## config.mk

```make
export PLATFORM = sky130hd
export DESIGN_NAME = riscv_mem_arbiter_flat
export DESIGN_NICKNAME = d
export VERILOG_FILES = /design/src/rtl/riscv_mem_arbiter_if.sv /design/src/rtl/riscv_mem_arbiter.sv /design/src/flat_wrapper.sv
export SDC_FILE = /design/constraint.sdc
export NUM_CORES = 1
export LEC_CHECK = 0
export ABC_AREA = 1
export CORE_AREA = 2 2 99 101
export DETAILED_ROUTE_END_ITERATION = 8
export DIE_AREA = 0 0 101 103
export GPL_TIMING_DRIVEN = 1
export PLACE_DENSITY = 0.78
export SKIP_CTS_REPAIR_TIMING = 1
export SYNTH_ARGS = -nofsm -noshare
export SYNTH_HDL_FRONTEND = slang
export SYNTH_SLANG_ARGS = --single-unit
export TNS_END_PERCENT = 100
```

## constraint.sdc

```tcl
create_clock -name clk_in -period 1.55 [get_ports clk_in]
set_clock_uncertainty 0.15 [all_clocks]
set_input_delay 0.2325 -clock clk_in [delete_from_list [all_inputs] [get_ports clk_in]]
set_output_delay 0.2325 -clock clk_in [all_outputs]
set_load 0.005 [all_outputs]
```

## src/rtl/riscv_mem_arbiter_if.sv

```systemverilog
// Bus bundle between the core's fetch/load-store ports, the arbiter and the block RAM.
// The arbiter connects through the slave modport; the core/RAM side uses master.
interface riscv_mem_arbiter_if #(
    parameter int ADDR_WIDTH = 14
);
    logic                  imem_req_in;
    logic [31:0]           imem_addr_in;
    logic                  imem_ready_out;
    logic                  imem_valid_out;
    logic [31:0]           imem_data_out;

    logic                  dmem_req_in;
    logic                  dmem_we_in;
    logic [31:0]           dmem_addr_in;
    logic [31:0]           dmem_wdata_in;
    logic [2:0]            dmem_size_in;
    logic                  dmem_ready_out;
    logic                  dmem_valid_out;
    logic [31:0]           dmem_rdata_out;
    logic                  dmem_misaligned_out;

    logic [ADDR_WIDTH-1:0] mem_addr_out;
    logic [31:0]           mem_wdata_out;
    logic [3:0]            mem_we_out;
    logic [31:0]           mem_rdata_in;

    modport slave (
        input  imem_req_in, imem_addr_in,
        input  dmem_req_in, dmem_we_in, dmem_addr_in, dmem_wdata_in, dmem_size_in,
        input  mem_rdata_in,
        output imem_ready_out, imem_valid_out, imem_data_out,
        output dmem_ready_out, dmem_valid_out, dmem_rdata_out, dmem_misaligned_out,
        output mem_addr_out, mem_wdata_out, mem_we_out
    );

    modport master (
        output imem_req_in, imem_addr_in,
        output dmem_req_in, dmem_we_in, dmem_addr_in, dmem_wdata_in, dmem_size_in,
        output mem_rdata_in,
        input  imem_ready_out, imem_valid_out, imem_data_out,
        input  dmem_ready_out, dmem_valid_out, dmem_rdata_out, dmem_misaligned_out,
        input  mem_addr_out, mem_wdata_out, mem_we_out
    );
endinterface

```

## src/rtl/riscv_mem_arbiter.sv

```systemverilog
// Fetch / load-store arbiter in front of a single-port fixed-latency block RAM:
// alternating-priority grant, store lane steering, tagged read return with extension.
module riscv_mem_arbiter #(
    parameter int ADDR_WIDTH   = 14,
    parameter int READ_LATENCY = 2
) (
    input  logic               clk_in,
    input  logic               rst_n_in,
    riscv_mem_arbiter_if.slave bus
);
    localparam logic [2:0] MASK_B  = 3'b000;
    localparam logic [2:0] MASK_H  = 3'b001;
    localparam logic [2:0] MASK_W  = 3'b010;
    localparam logic [2:0] MASK_BU = 3'b100;
    localparam logic [2:0] MASK_HU = 3'b101;

    typedef struct packed {
        logic       valid;
        logic       owner;   // 1 = dmem
        logic [2:0] size;
        logic [1:0] offset;
    } tag_t;

    logic        last_dmem;
    logic        grant_d;
    logic        grant_i;
    logic        is_byte;
    logic        is_half;
    logic        misaligned;
    logic        issue_d;
    logic [1:0]  a;
    logic [3:0]  lane_be;
    tag_t        push_tag;
    tag_t        tags [READ_LATENCY];
    tag_t        tail;
    logic [7:0]  lane_b;
    logic [15:0] lane_h;
    logic [31:0] load_ext;
    logic        unused_addr_bits;

    always_comb begin
        a       = bus.dmem_addr_in[1:0];
        is_byte = bus.dmem_size_in inside {MASK_B, MASK_BU};
        is_half = bus.dmem_size_in inside {MASK_H, MASK_HU};
        // Any size code that is neither byte nor halfword is handled as a word.
        misaligned = is_half ? a[0] : (!is_byte && (a != 2'b00));

        grant_d = rst_n_in && bus.dmem_req_in && (!bus.imem_req_in || !last_dmem);
        grant_i = rst_n_in && bus.imem_req_in && !grant_d;
        issue_d = grant_d && !misaligned;

        if (is_byte) begin
            lane_be           = 4'b0001 << a;
            bus.mem_wdata_out = {4{bus.dmem_wdata_in[7:0]}};
        end else if (is_half) begin
            lane_be           = 4'b0011 << {a[1], 1'b0};
            bus.mem_wdata_out = {2{bus.dmem_wdata_in[15:0]}};
        end else begin
            lane_be           = 4'b1111;
            bus.mem_wdata_out = bus.dmem_wdata_in;
        end

        bus.mem_we_out   = (issue_d && bus.dmem_we_in) ? lane_be : 4'b0000;
        bus.mem_addr_out = grant_d ? bus.dmem_addr_in[ADDR_WIDTH+1:2]
                                   : bus.imem_addr_in[ADDR_WIDTH+1:2];

        bus.imem_ready_out      = grant_i;
        bus.dmem_ready_out      = grant_d;
        bus.dmem_misaligned_out = grant_d && misaligned;

        push_tag.valid  = grant_i || (issue_d && !bus.dmem_we_in);
        push_tag.owner  = grant_d;
        push_tag.size   = bus.dmem_size_in;
        push_tag.offset = a;
    end

    assign unused_addr_bits = ^{bus.imem_addr_in[1:0],
                                bus.imem_addr_in[31:ADDR_WIDTH+2],
                                bus.dmem_addr_in[31:ADDR_WIDTH+2]};

    always_ff @(posedge clk_in or negedge rst_n_in) begin
        if (!rst_n_in) begin
            last_dmem <= 1'b0;
            for (int i = 0; i < READ_LATENCY; i++) tags[i] <= '0;
        end else begin
            if (grant_d || grant_i) last_dmem <= grant_d;
            tags[0] <= push_tag;
            for (int i = 1; i < READ_LATENCY; i++) tags[i] <= tags[i-1];
        end
    end

    // The tag at the tail lines up with the RAM data for the read it describes.
    always_comb begin
        tail   = tags[READ_LATENCY-1];
        lane_b = bus.mem_rdata_in[{tail.offset, 3'b000} +: 8];
        lane_h = bus.mem_rdata_in[{tail.offset[1], 4'b0000} +: 16];
        if (tail.size == MASK_B)
            load_ext = {{24{lane_b[7]}}, lane_b};
        else if (tail.size == MASK_BU)
            load_ext = {24'h0, lane_b};
        else if (tail.size == MASK_H)
            load_ext = {{16{lane_h[15]}}, lane_h};
        else if (tail.size == MASK_HU)
            load_ext = {16'h0, lane_h};
        else
            load_ext = bus.mem_rdata_in;

        bus.imem_valid_out = tail.valid && !tail.owner;
        bus.dmem_valid_out = tail.valid && tail.owner;
        bus.imem_data_out  = bus.imem_valid_out ? bus.mem_rdata_in : 32'h0;
        bus.dmem_rdata_out = bus.dmem_valid_out ? load_ext : 32'h0;
    end
endmodule

```

## src/flat_wrapper.sv

```systemverilog
// flat-port wrapper written by rule: the top's interface ports become plain ports
module riscv_mem_arbiter_flat 
#(
    parameter int ADDR_WIDTH   = 14,
    parameter int READ_LATENCY = 2
)
  (clk_in, rst_n_in, bus_imem_req_in, bus_imem_addr_in, bus_dmem_req_in, bus_dmem_we_in, bus_dmem_addr_in, bus_dmem_wdata_in, bus_dmem_size_in, bus_mem_rdata_in, bus_imem_ready_out, bus_imem_valid_out, bus_imem_data_out, bus_dmem_ready_out, bus_dmem_valid_out, bus_dmem_rdata_out, bus_dmem_misaligned_out, bus_mem_addr_out, bus_mem_wdata_out, bus_mem_we_out);
  riscv_mem_arbiter_if #(.ADDR_WIDTH(ADDR_WIDTH)) bus_i ();
  input  logic clk_in;
  input  logic rst_n_in;
  input wire logic [$bits(bus_i.imem_req_in)-1:0] bus_imem_req_in;
  input wire logic [$bits(bus_i.imem_addr_in)-1:0] bus_imem_addr_in;
  input wire logic [$bits(bus_i.dmem_req_in)-1:0] bus_dmem_req_in;
  input wire logic [$bits(bus_i.dmem_we_in)-1:0] bus_dmem_we_in;
  input wire logic [$bits(bus_i.dmem_addr_in)-1:0] bus_dmem_addr_in;
  input wire logic [$bits(bus_i.dmem_wdata_in)-1:0] bus_dmem_wdata_in;
  input wire logic [$bits(bus_i.dmem_size_in)-1:0] bus_dmem_size_in;
  input wire logic [$bits(bus_i.mem_rdata_in)-1:0] bus_mem_rdata_in;
  output wire logic [$bits(bus_i.imem_ready_out)-1:0] bus_imem_ready_out;
  output wire logic [$bits(bus_i.imem_valid_out)-1:0] bus_imem_valid_out;
  output wire logic [$bits(bus_i.imem_data_out)-1:0] bus_imem_data_out;
  output wire logic [$bits(bus_i.dmem_ready_out)-1:0] bus_dmem_ready_out;
  output wire logic [$bits(bus_i.dmem_valid_out)-1:0] bus_dmem_valid_out;
  output wire logic [$bits(bus_i.dmem_rdata_out)-1:0] bus_dmem_rdata_out;
  output wire logic [$bits(bus_i.dmem_misaligned_out)-1:0] bus_dmem_misaligned_out;
  output wire logic [$bits(bus_i.mem_addr_out)-1:0] bus_mem_addr_out;
  output wire logic [$bits(bus_i.mem_wdata_out)-1:0] bus_mem_wdata_out;
  output wire logic [$bits(bus_i.mem_we_out)-1:0] bus_mem_we_out;
  assign bus_i.imem_req_in = bus_imem_req_in;
  assign bus_i.imem_addr_in = bus_imem_addr_in;
  assign bus_i.dmem_req_in = bus_dmem_req_in;
  assign bus_i.dmem_we_in = bus_dmem_we_in;
  assign bus_i.dmem_addr_in = bus_dmem_addr_in;
  assign bus_i.dmem_wdata_in = bus_dmem_wdata_in;
  assign bus_i.dmem_size_in = bus_dmem_size_in;
  assign bus_i.mem_rdata_in = bus_mem_rdata_in;
  assign bus_imem_ready_out = bus_i.imem_ready_out;
  assign bus_imem_valid_out = bus_i.imem_valid_out;
  assign bus_imem_data_out = bus_i.imem_data_out;
  assign bus_dmem_ready_out = bus_i.dmem_ready_out;
  assign bus_dmem_valid_out = bus_i.dmem_valid_out;
  assign bus_dmem_rdata_out = bus_i.dmem_rdata_out;
  assign bus_dmem_misaligned_out = bus_i.dmem_misaligned_out;
  assign bus_mem_addr_out = bus_i.mem_addr_out;
  assign bus_mem_wdata_out = bus_i.mem_wdata_out;
  assign bus_mem_we_out = bus_i.mem_we_out;
  riscv_mem_arbiter #(.ADDR_WIDTH(ADDR_WIDTH), .READ_LATENCY(READ_LATENCY)) u_core (.clk_in(clk_in), .rst_n_in(rst_n_in), .bus(bus_i));
endmodule
```

## Word-level counts from Yosys, hierarchy flattened

Cells that the tools add are included.

| operators by class | value |
|---|---|
| muxes and demuxes | 13 |
| $add $sub $neg | 0 |
| divide/modulo/power cells | 0 |
| reductions and logical operators | 26 |
| shift-type cells | 4 |
| eq/ne operators | 6 |
| $mul | 0 |
| $lt $le $gt $ge | 0 |
| bitwise gates (word level) | 0 |

Operators with widths:

| kind | count |
|---|---|
| two-way mux 32 bit | 8 |
| variable part select 32 x 6 -> 16 bit | 1 |
| variable part select 32 x 6 -> 8 bit | 1 |
| two-way mux 14 bit | 1 |
| == test 3 bit, second input constant | 4 |
| two-way mux 4 bit | 3 |
| logical AND 1 bit | 11 |
| logical NOT 1 bit | 7 |
| == test 3 x 1 -> 1 bit, second input constant | 2 |
| logical NOT 3 bit | 2 |
| nonzero test 2 bit | 3 |
| left shift 1 x 2 -> 4 bit, first input constant | 1 |
| left shift 2 x 2 -> 4 bit, first input constant | 1 |
| logical OR 1 bit | 3 |
| two-way mux 1 bit | 1 |

| word-level totals | value |
|---|---|
| register bits after elaboration | 15 |
| output and inout port bits | 119 |
| bits in latches | 0 |
| memory bits (read-only) | 0 |
| memories | 0 |
| RAM bits | 0 |

## Longest topological paths before layout

| logic depth | value |
|---|---|
| word-level depth | 9 |
| gate-level depth with buffers | 9 |
| depth with buffers taken out | 8 |

## Worst setup path after synthesis

OpenSTA, ideal clock, no wires.

| timing path | value |
|---|---|
| path type | register to output |
| from | register u_core.tags[1] (netlist name) |
| to | output port bus_dmem_rdata_out[20] |
| data arrival time | 1.176 ns |
| stages on the path, launching flop included | 10 |
| setup slack | -0.008 ns |
| buffers on the path | 2 |
| data required time | 1.167 ns |
| cell sequence | dfrtp_1 > buf_6 > inv_4 > nand2_1 > nand3_1 > nand2_1 > nand2_2 > nand2_4 > buf_6 > a21oi_1 |

| between the ends | value |
|---|---|
| longest elaborated chain between the ends | 5 |
| elaborated cells between the ends (all ways) | 6 |
| those cells by class | 2 x shift; 4 x mux |

RTL lines:

| element | line | source |
|---|---|---|
| start, declared | riscv_mem_arbiter.sv:34 | `tag_t tags [READ_LATENCY];` |
| variable part select 32 x 6 -> 16 bit | riscv_mem_arbiter.sv:96 | `lane_h = bus.mem_rdata_in[{tail.offset[1], 4'b0000} +: 16];` |
| two-way mux 32 bit | riscv_mem_arbiter.sv:101 | `else if (tail.size == MASK_H)` |
| two-way mux 32 bit | riscv_mem_arbiter.sv:99 | `else if (tail.size == MASK_BU)` |
| two-way mux 32 bit (*) | riscv_mem_arbiter.sv:97 | `if (tail.size == MASK_B)` |
| two-way mux 32 bit (*) | riscv_mem_arbiter.sv:111 | `bus.dmem_rdata_out = bus.dmem_valid_out ? load_ext : 32'h0;` |
| end, declared | flat_wrapper.sv:24 | `output wire logic [$bits(bus_i.dmem_rdata_out)-1:0] bus_dmem_rdata_out;` |

Every way passes the cells marked *; elsewhere a longest branch is shown, timed or not.

## Final worst setup path

| timing path | value |
|---|---|
| from | register u_core.tags[3] (netlist name) |
| to | output port bus_dmem_rdata_out[16] |

| between the ends | value |
|---|---|
| longest elaborated chain between the ends | 6 |
| elaborated cells between the ends (all ways) | 9 |
| those cells by class | 3 x eq/ne; 5 x mux; 1 x reduce/logical |

RTL lines:

| element | line | source |
|---|---|---|
| == test 3 bit | riscv_mem_arbiter.sv:103 | `else if (tail.size == MASK_HU)` |
| two-way mux 32 bit | riscv_mem_arbiter.sv:103 |  |
| two-way mux 32 bit | riscv_mem_arbiter.sv:101 |  |
| two-way mux 32 bit | riscv_mem_arbiter.sv:99 |  |
| two-way mux 32 bit (*) | riscv_mem_arbiter.sv:97 |  |
| two-way mux 32 bit (*) | riscv_mem_arbiter.sv:111 |  |

Marks and branches as above.

==> flow_summary.ini <==
[cells_and_area]
stdcell_count = 933
regArea_sq_um = 379
nFillCells = 807
final_nets = 954
multi_input_area_sq_mm = 0.00218
fin_util_pct = 66.7
drive_above_1_share_pct = 46.0
syn2layout_area_growth_pct = 157

[setup_path]
critical_path_depth = 10
start_kind = register
crit_type = register to primary output
slowest_delay_ns = 0.43
worstPathRequired_ns = 1.17
critPathMostFrequentCell = buf_6
crit_family = buffers and inverters
worst-path-max-fanout = 6
end_kind = primary output
r2r_cells = 4
path_cells = inv_2 > buf_6 > buf_6 > nand3_4 > buf_12 > nand2_1 > inv_1 > nand3_1 > a21oi_1 > clkbuf_2
critPathSlowestCell = dfrtp_1
critPathArrivalTime_ns = 1.75
crit_buf_inv = 6

[detailed_routing]
via_per_inst = 4.84
firstDrtPassIters = 7
vias = 4516
routed_wl_um = 15300
initialDrtViolationCount = 139
post_drt_wl_per_cell_um = 16.4
ant_nets = 0
drc = 0

[placed_design]
dp_cells = 864
post-dp-hpwl_um = 10400
portBuffers = 220
routabilityCongestion = 0.918

[yosys]
ys_ff_latch = 15
async_flop_share_pct = 100
synthCells = 484
synth_edf_count = 0
ys.flop_type = dfrtp_1
ys_warn_count = 0
syn_area_sq_mm = 0.00246
synth-seq-area-share_pct = 15.3
syn_nets = 620
avgSynthCellArea_sq_um = 5.08
synth_cell_type_count = 23

[hold_path]
holdPathStages = 2
hp-class = input pin to register

[global_routing]
track_usage_pct = 22.6
grt_antenna_before_repair = 2
grt_pass1_vias = 3877
grt_pass1_wl_um = 18600
grt_start_max_net_pins = 33
overflow = 0

[status]
violations = negative setup slack
status = finished, violations left

[clock_network]
cts_buffers = 3
cts.sinks = 15
cts_root_buf = clkbuf_8
clk_latency_ns = 0.24
path_clk_slew_ns = 0.06
htree_levels = 1
cts_tree = yes
cts_buffer_depth = 2

[floorplan]
fp.dieArea_sq_mm = 0.0104
dieWidth_um = 101
start_util_pct = 26.0
placementRows = 36
core_area_sq_mm = 0.00946
die_y_um = 103
ios = 255

[power]
p_clk_share_pct = 12.6
ir_drop_uv = 269
p_int_w = 0.00148
switching_share_pct = 37.9
p_sw_w = 0.000904
combPwrFrac_pct = 68.9
powerDensity_mw_per_mm2 = 377
p_seq_share_pct = 18.5
p_leak_nw = 3.78

[sta]
min_period_over_period_pct = 138
max_clock_freq_mhz = 469
finalSetupViolations = 85
post-route-min-period_ns = 2.13
layout_setup_ws_ns = -0.583
hold_violations = 0
worst_pin_slew_ns = 0.632
drv_slew = 0
relSlewSlack_pct = 57.8
rsz0062_at_grt = true

[run]
cap_violations = 0
==> power by group through the flow <==
stage | Clock (W) | Combinational (W) | Sequential (W)
final | 0.000301 | 0.00164 | 0.000440
after global routing | 0.000332 | 0.00175 | 0.000443
after CTS | 0.000311 | 0.00133 | 0.000437
after detailed placement | 0 | 0.00132 | 0.000443
after global placement | 0 | 0.00131 | 0.000442
after floorplan | 0 | 0.000459 | 0.000436
==> cells in the mapped netlist, types with 3 or more instances <==
library cell  number  area share [%]
clkbuf_1           8             1.2
o21ai_0           18             3.7
o211ai_1           9             2.7
inv_1             58             8.9
buf_2              7             1.4
nor2_1            61             9.3
nand3_1           42             8.6
buf_4              9             2.7
nand2_1          200              31
nand2_2            4             1.0
nand3_2            3             1.2
dfrtp_1           15              15
a21oi_2            3             1.1
buf_6              5             2.3
a21oi_1           29             5.9
inv_2              3            0.46
==> layer usage <==
metal | global-route usage [%] | share of wire, % | vias to the layer above | wire length (um)
li1 | - | - | 2157 | -
met1 | 23.7 | 34 | 2033 | 5170
met2 | 42.8 | 51 | 284 | 7800
met3 | 5.83 | 11 | 42 | 1630
met4 | 9.25 | 4.4 | 0 | 675
met5 | 0 | 0 | - | 0
==> area by class of cell <==
type | count | share of cell area, %
clock inverter | 1 | 0.0793
multi-input combinational | 376 | 34.5
inverter | 64 | 4.18
antenna | 2 | 0.0793
sequential | 15 | 6.00
timing repair buffer | 358 | 52.2
tap | 114 | 2.26
clock buffer | 3 | 0.654
==> per-stage QoR <==
step	setup TNS [ns]	hold WS, ns	power [W]	area, sq um	setup WS, ns
2_1_floorplan	-0.0424	-0.213	0.000895	2460	-0.00847
3_3_place_gp	-66.24	0.182	0.00176	5230	-0.805
3_5_place_dp	-67.17	0.185	0.00176	5230	-0.874
4_1_cts	-77.40	0.198	0.00207	5270	-0.971
5_1_grt	-32.58	0.0329	0.00253	6310	-0.664
6_report	-26.51	0.0396	0.00238	6310	-0.583
==> cells in the final DEF (no fill, tap or decap), drive strengths merged, types with 2 or more instances in the layout <==
cell             n
nand2          207
buf            183
clkdlybuf4s50   92
nor2            64
inv             63
nand3           45
clkbuf          43
dlymetal6s2s    42
a21oi           32
o21ai           18
dfrtp           15
o211ai           9
diode            2
==> flip-flops by register name (all words and copies together), names as in the netlist <==
signal / cells
u_core.last_dmem: 1
u_core.tags: 14
==> cell families after synthesis <==
logic type      share of synthesized area [%]
compound gates                           13.6
flops                                    15.3
buf+inv                                  18.8
simple gates                             52.3
==> worst paths after layout <==
kind | end | from | slack [ns]
setup / recovery | bus_dmem_rdata_out[16] | u_core.tags[3]$_DFF_PN0_ | -0.58
hold / removal | u_core.tags[9]$_DFF_PN0_ | bus_dmem_size_in[0] | 0.04
setup reg to reg | u_core.tags[13]$_DFF_PN0_ | u_core.last_dmem$_DFFE_PN0P_ | 0.28
hold reg to reg | u_core.tags[2]$_DFF_PN0_ | u_core.tags[9]$_DFF_PN0_ | 0.20
max in group asynchronous | u_core.tags[1]$_DFF_PN0_ | rst_n_in | 0.24
min in group asynchronous | u_core.tags[5]$_DFF_PN0_ | rst_n_in | 0.57
Power figures use the tool's default switching activity.
